## config.mk

```make
export PLATFORM = sky130hd
export DESIGN_NAME = layers_frame_arbiter
export DESIGN_NICKNAME = d
export VERILOG_FILES = /design/src/rtl/layers_frame_arbiter.sv
export SDC_FILE = /design/constraint.sdc
export NUM_CORES = 1
export LEC_CHECK = 0
export CAP_MARGIN = 20
export CORE_MARGIN = 2
export CORE_UTILIZATION = 25
export DETAILED_ROUTE_END_ITERATION = 8
export PLACE_DENSITY = 0.64
export SKIP_LAST_GASP = 1
export SYNTH_ARGS = -nofsm -noshare
export SYNTH_HDL_FRONTEND = slang
export SYNTH_SLANG_ARGS = --single-unit
```

## constraint.sdc

```tcl
create_clock -name clk_core -period 2.16 [get_ports clk_core]
set_clock_uncertainty 0.2 [all_clocks]
set_input_delay 0.216 -clock clk_core [delete_from_list [all_inputs] [get_ports clk_core]]
set_output_delay 0.216 -clock clk_core [all_outputs]
set_load 0.005 [all_outputs]
```

## src/rtl/layers_frame_arbiter.sv

```systemverilog
// layers_frame_arbiter: frame-aware round-robin merge of layer byte streams with stall abort; LAYERS_ARB_HEADER_EN adds a per-frame header byte
module layers_frame_arbiter #(
  parameter int LAYER_COUNT = 5,
  parameter int CNT_W = 16
) (
  input  logic                     clk_core,
  input  logic                     clk_core_rst,
  input  logic [LAYER_COUNT*8-1:0] s_axis_tdata,
  input  logic [LAYER_COUNT-1:0]   s_axis_tvalid,
  input  logic [LAYER_COUNT-1:0]   s_axis_tlast,
  output logic [LAYER_COUNT-1:0]   s_axis_tready,
  output logic [7:0]               m_axis_tdata,
  output logic [7:0]               m_axis_tdest,
  output logic                     m_axis_tlast,
  output logic                     m_axis_tvalid,
  input  logic                     m_axis_tready,
  input  logic [LAYER_COUNT-1:0]   cfg_layer_enable,
  input  logic [CNT_W-1:0]         cfg_stall_timeout,
  output logic                     status_busy,
  output logic [3:0]               status_grant_layer,
  output logic [LAYER_COUNT-1:0]   stat_frame_done,
  output logic [LAYER_COUNT-1:0]   stat_timeout
);
`ifdef LAYERS_ARB_HEADER_EN
  typedef enum logic [1:0] {IDLE, DATA, ABORT, HDR} state_t;
  localparam state_t GRANT_ST = HDR;
`else
  typedef enum logic [1:0] {IDLE, DATA, ABORT} state_t;
  localparam state_t GRANT_ST = DATA;
`endif
  state_t state, state_nx;
  logic [3:0] gnt, last_grant, pick, pick_hi, pick_lo;
  logic [LAYER_COUNT-1:0] req, gnt_oh, busy_oh, drop_pending, drop_clr;
  logic [CNT_W-1:0] cnt;
  logic [15:0] vld_pad, last_pad;
  logic [7:0] data_arr [16];
  logic found_hi, sel_vld, sel_last, acc, stall_hit;
  assign req = s_axis_tvalid & cfg_layer_enable & ~drop_pending;
  assign vld_pad = 16'(s_axis_tvalid);
  assign last_pad = 16'(s_axis_tlast);
  assign sel_vld = vld_pad[gnt];
  assign sel_last = last_pad[gnt];
  assign acc = state == DATA && sel_vld && m_axis_tready;
  assign stall_hit = state == DATA && !acc && cfg_stall_timeout != '0 && cnt == cfg_stall_timeout;
  assign busy_oh = state == IDLE ? '0 : gnt_oh;
  assign drop_clr = drop_pending & ~busy_oh & s_axis_tvalid & s_axis_tlast;
  assign status_busy = state != IDLE;
  assign status_grant_layer = gnt;
  always_comb begin
    for (int j = 0; j < 16; j++) data_arr[j] = 8'h00;
    for (int j = 0; j < LAYER_COUNT; j++) data_arr[j] = s_axis_tdata[j*8 +: 8];
    for (int j = 0; j < LAYER_COUNT; j++) gnt_oh[j] = gnt == 4'(j);
  end
  // Lowest requester above last_grant wins; otherwise wrap to the lowest requester overall.
  always_comb begin
    pick_hi = '0;
    pick_lo = '0;
    found_hi = 1'b0;
    for (int j = LAYER_COUNT-1; j >= 0; j--) begin
      if (req[j]) begin
        pick_lo = 4'(j);
        if (j > int'(last_grant)) begin
          pick_hi = 4'(j);
          found_hi = 1'b1;
        end
      end
    end
    pick = found_hi ? pick_hi : pick_lo;
  end
  always_comb begin
    s_axis_tready = (drop_pending & ~busy_oh) | ((state == DATA && m_axis_tready) ? gnt_oh : '0);
    m_axis_tvalid = state == DATA ? sel_vld : state != IDLE;
    m_axis_tlast = state == DATA ? sel_last : state == ABORT;
    m_axis_tdest = state == IDLE ? 8'h00 : {4'h0, gnt} + 8'd1;
`ifdef LAYERS_ARB_HEADER_EN
    m_axis_tdata = state == DATA ? data_arr[gnt] : state == HDR ? {4'hA, gnt + 4'd1} : 8'h00;
`else
    m_axis_tdata = state == DATA ? data_arr[gnt] : 8'h00;
`endif
  end
  always_comb begin
    state_nx = state;
    case (state)
      IDLE: state_nx = |req ? GRANT_ST : IDLE;
`ifdef LAYERS_ARB_HEADER_EN
      HDR: state_nx = m_axis_tready ? DATA : HDR;
`endif
      DATA: state_nx = (acc && sel_last) ? IDLE : stall_hit ? ABORT : DATA;
      ABORT: state_nx = m_axis_tready ? IDLE : ABORT;
      default: state_nx = IDLE;
    endcase
  end
  always_ff @(posedge clk_core) begin
    if (clk_core_rst) begin
      state <= IDLE;
      gnt <= '0;
      last_grant <= 4'(LAYER_COUNT-1);
      drop_pending <= '0;
      cnt <= '0;
      stat_frame_done <= '0;
      stat_timeout <= '0;
    end else begin
      state <= state_nx;
      if (state == IDLE && |req) begin
        gnt <= pick;
        last_grant <= pick;
      end
      cnt <= (state != DATA || acc) ? '0 : !sel_vld ? cnt + 1'b1 : cnt;
      drop_pending <= (drop_pending & ~drop_clr) | ((state == ABORT && m_axis_tready) ? gnt_oh : '0);
      stat_frame_done <= (acc && sel_last) ? gnt_oh : '0;
      stat_timeout <= (state == ABORT && m_axis_tready) ? gnt_oh : '0;
    end
  end
endmodule

```

======== Word-level counts from Yosys, hierarchy flattened ========
Cells that the tools add are included.
cells by class
  add/subtract/negate cells ............... 2
  order comparisons ....................... 6
  eq/ne operators ......................... 8
  multiplexer cells ....................... 41
  bitwise logic cells ..................... 13
  reductions and logical operators ........ 18
operator list
  operator                                                      number
  two-way mux 4 bit                                             11
  binary-select mux 8 bit (select 4 bit)                        1
  bitwise AND 5 bit                                             6
  two-way mux 8 bit                                             3
  two-way mux 5 bit                                             4
  adder 16 x 1 -> 16 bit, second input constant                 1
  equality test 16 bit                                          1
  nonzero test 16 bit                                           1
  NOT 5 bit                                                     3
  two-way mux 1 bit                                             13
  OR 5 bit                                                      2
  logical AND 1 bit                                             9
  two-way mux 3 bit                                             3
  binary-select mux 1 bit (select 4 bit)                        2
  equality test 4 x 2 -> 1 bit, second input constant           2
  greater-than comparator 2 x 4 -> 1 bit, first input constant  2
  two-way mux 2 bit                                             3
  case mux 2 bit (3 select lines)                               1
  adder 4 x 1 -> 5 bit, second input constant                   1
  >= comparator 5 bit, second input constant                    1
  less-than comparator 4 x 5 -> 1 bit, second input constant    1
  NOT 4 -> 5 bit                                                1
  OR reduction 5 bit                                            1
  equality test 4 x 1 -> 1 bit, second input constant           1
  13 further kinds                                              14
storage, ports and cells
  register bits ........................... 41
  input port bits ......................... 74
  output and inout bits ................... 38

======== Depth between registers and ports, before layout ========
  depth after elaboration ................. 11
  gate-level depth with buffers ........... 8
  mapped depth without buffers ............ 7

======== Least setup slack after synthesis ========
Ideal clock, no wire load.
  kind .................................... register to register
  start ................................... register gnt[0], in the netlist status_grant_layer[0]
  end ..................................... register cnt[15]
  library setup time ...................... 0.114 ns
  arrival ................................. 1.698 ns
  setup slack ............................. 0.148 ns
  cell stages (with the launch flop) ...... 7
  buffers on the path ..................... 1
  period minus slack after synthesis ...... 2.012 ns
  path through ............................ dfxtp_1 buf_6 mux2_4 a211oi_1 o2111ai_1 xnor2_1 and2b_1
on the way
  longest elaborated chain between the ends .. 6
ends and longest elaborated chain
  element                                      line  source
  start: declaration                           32    logic [3:0] gnt, last_grant, pick, pick_hi, pick_lo;
  start signal: assignment                     105   gnt <= pick;
  binary-select mux 1 bit (select 4 bit) (*)   41    assign sel_vld = vld_pad[gnt];
  two-way mux 1 bit (not written as such) (*)  41
  logical AND 1 bit (2 in series)              43    assign acc = state == DATA && sel_vld && m_axis_tready;
  logical OR 1 bit                             108   cnt <= (state != DATA || acc) ? '0 : !sel_vld ? cnt + 1'b1 : cnt;
  OR reduction 2 bit (no source line)          -
  end signal: assignment                       108
  end: declaration                             34    logic [CNT_W-1:0] cnt;
Mark *: on every way between the ends. The rest lies on a longest branch, timed or not. The select of a mux whose other input is x is not followed.
A chain may end at the register's enable or synchronous reset.

======== Worst setup path after layout ========
  start ................................... register gnt[0], in the netlist status_grant_layer[0]
  end ..................................... output port m_axis_tdata[6]
on the way
  longest elaborated chain between the ends .. 5
ends and longest elaborated chain
  element                                                line  source
  NOT 4 -> 5 bit (not written as such)                   78    m_axis_tdata = state == DATA ? data_arr[gnt] : 8'h00;
  binary-select mux 8 bit (select 4 bit)                 78
  two-way mux 8 bit (not written as such) (2 in series)  78
  two-way mux 8 bit                                      78
  end: declaration                                       12    output logic [7:0] m_axis_tdata,
No other way between the ends. The select of a mux whose other input is x is not followed.

==> flow_summary.json <==
{
  "slew_viol_final": 0,
  "fin_ws_ns": -0.0621,
  "die_y_um": 106,
  "cp_max_fo": 5,
  "drt_iter0_markers": 215,
  "path_buf_inv": 2,
  "path_clk_slew_ns": 0.09,
  "clk_latency_ns": 0.30,
  "finalWirelength_um": 8770,
  "drv_cap": 0,
  "gr-usage-all-layers_pct": 16.1,
  "crit_chain": "buf_6 -> mux4_2 -> a22oi_2 -> nor2_1 -> dlygate4sd2_1",
  "synthFlopType": "dfxtp_1",
  "violations": "negative setup slack",
  "hp-class": "register to register",
  "synth.cell_area_um2": 2590,
  "globalplace.congestion": 0.911,
  "dp_hpwl_um": 6900,
  "synth_area_leaders": "dfxtp_1, mux4_2, nor2_1",
  "p_int_mw": 1.52,
  "status": "finished, violations left",
  "cts.htree.levels": 2,
  "numCtsBuffers": 5,
  "drive_above_1_share_pct": 29.5,
  "critPathLaunchType": "register",
  "slowest_delay_ns": 0.50,
  "crit_path_top_delay_cell": "mux4_2",
  "worstSetupEndpointType": "primary output",
  "avgSynthCellArea_um2": 8.66,
  "area_growth_pct": 71.2,
  "clockRootBuffer": "clkbuf_8",
  "final_net_count": 545,
  "die_w_um": 106,
  "layout_common_cells": "clkdlybuf4s50_1, buf_4, nor2_1",
  "grt_max_degree": 14,
  "grt-ovfl-total": 0,
  "synthCells": 299,
  "num_antenna_cells": 0,
  "p_seq_share_pct": 32.4,
  "grt_pass1_wl_um": 14500,
  "core_area_um2": 10200,
  "vias_per_cell": 4.92,
  "synth_top_area_cell": "dfxtp_1",
  "p_comb_share_pct": 46.9,
  "initial_core_util_pct": 25.4,
  "power_switching_mw": 0.763,
  "tritoncts": "done",
  "p_leak_nw": 1.75,
  "final_antenna_net_count": 0,
  "synth_cell_types": 57,
  "rsz0062_at_grt": "true",
  "yosysSeqAreaShare_pct": 28.6,
  "final_util_pct": 43.5,
  "p_clk_share_pct": 20.8,
  "antenna_found_initial": 0,
  "power.density_nw_per_um2": 515,
  "crit_arrival_ns": 1.81,
  "clock_path_buffers": 2,
  "period_minus_slack_ns": 2.22,
  "p_sw_share_pct": 33.4,
  "peakVddDrop_uv": 259,
  "hold_viol": 0,
  "cts_sinks": 37,
  "min_period_over_period_pct": 103,
  "vias": 2954,
  "synth_seq_cells": 37,
  "setup_viol": 6,
  "worstSetupPathType": "register to primary output",
  "die_area_um2": 11200,
  "max_freq_mhz": 450,
  "drtPass1Iterations": 4,
  "final_common_cell": "clkdlybuf4s50_1",
  "cp.required_ns": 1.74,
  "ios": 112,
  "grt_pass1_vias": 3124,
  "async_reset_ff_share_pct": 0,
  "timing.reg2reg.setup_slack_ns": 0.05,
  "wl_per_cell_um": 14.6,
  "ys_warn_count": 0,
  "drc_errors": 0,
  "crit_family": "multiplexers",
  "power_mw": 2.28,
  "io_buffer_count": 106,
  "synth_top_area_share_pct": 28.6,
  "holdBufCountCts": 0,
  "num_rows": 37,
  "synth_edf_count": 0
}
==> Yosys cell counts (7+ instances only) <==
| master | count |
|---|---|
| a22oi_1 | 8 |
| nor2_1 | 41 |
| a21oi_1 | 14 |
| nand3_1 | 7 |
| o211ai_1 | 11 |
| xor2_1 | 13 |
| nand2_1 | 17 |
| dfxtp_1 | 37 |
| mux4_2 | 8 |
| clkbuf_1 | 7 |
| xnor2_1 | 16 |
| buf_4 | 7 |
| o21ai_0 | 12 |
==> worst paths after layout <==
kind | cells after the start | from | end
worst min register to register | 2 | cnt[14] | cnt[14]
worst max-delay path | 5 | status_grant_layer[0] | m_axis_tdata[6]
worst min-delay path | 2 | cnt[14] | cnt[14]
worst max register to register | 7 | status_grant_layer[0] | state[0]
==> per-layer routing <==
metal,up-vias,track usage [%],wire [µm]
li1,1423,-,-
met1,1386,17.9,3600
met2,126,30.4,4490
met3,19,2.72,490
met4,0,5.64,194
met5,-,0,0
==> area by class of cell <==
| cell class | instances | area [µm²] |
|---|---|---|
| multi-input cells | 240 | 1820 |
| well taps | 136 | 170 |
| fillers | 1022 | 5750 |
| flip-flops and latches | 37 | 752 |
| clock inverters | 1 | 5.00 |
| repair buffers | 174 | 1570 |
| inverters | 7 | 40.0 |
| clock buffers | 5 | 68.8 |
==> through the flow <==
| stage | setup TNS (ns) | instances | setup slack (ns) | area, µm² | hold slack [ns] |
|---|---|---|---|---|---|
| after floorplan | 0 | 303 | 0.148 | 2600 | 0.0851 |
| after global placement | -2.05 | 575 | -0.237 | 4110 | 0.309 |
| after detailed placement | -2.48 | 575 | -0.240 | 4110 | 0.328 |
| after CTS | -1.14 | 600 | -0.216 | 4400 | 0.343 |
| after global routing | -0.706 | 600 | -0.125 | 4430 | 0.378 |
| final | -0.168 | 600 | -0.0621 | 4430 | 0.341 |
==> kinds of logic (layout without fill, tap and decap cells) <==
kind of cell / Yosys count / in the layout / synth area share, %
AND/OR/NAND/NOR: 111 / 111 / 22.4
AO/OA/AOI/OAI: 74 / 74 / 20.8
flip-flops: 37 / 37 / 28.6
XOR/XNOR: 29 / 29 / 9.81
buffers and inverters: 26 / 187 / 5.27
multiplexers: 15 / 15 / 10.1
adder cells (fa/ha/maj): 6 / 6 / 2.90
other: 1 / 5 / 0.145
==> repair_timing <==
item,in CTS,in global routing
buffers inserted,21,4
pin swaps,16,13
gates resized for setup,79,28
gates cloned,1,0
setup endpoints to repair,29,34
==> worst register-to-register path, cell delays in order, from the launching register on <==
cell and delay [ns]:
dfxtp_4 0.39, buf_4 0.14, buf_6 0.12, mux2_2 0.33, a32o_1 0.23, a31oi_4 0.21
nand3_1 0.14, a32o_1 0.23
==> flip-flops by register name, indices dropped and copies added, names as in the netlist <==
signal and flops:
stat_timeout 5, state 2, status_grant_layer 3, cnt 16, stat_frame_done 5, drop_pending 5, last_grant 1
==> power by group through the flow <==
stage | clock (mW) | sequential (mW) | combinational, mW
after floorplan | 0 | 0.733 | 0.458
after global placement | 0 | 0.749 | 0.954
after detailed placement | 0 | 0.750 | 0.962
after CTS | 0.481 | 0.735 | 1.07
after global routing | 0.504 | 0.742 | 1.16
final | 0.474 | 0.739 | 1.07
No activity file was read; power rests on OpenSTA's default activity.
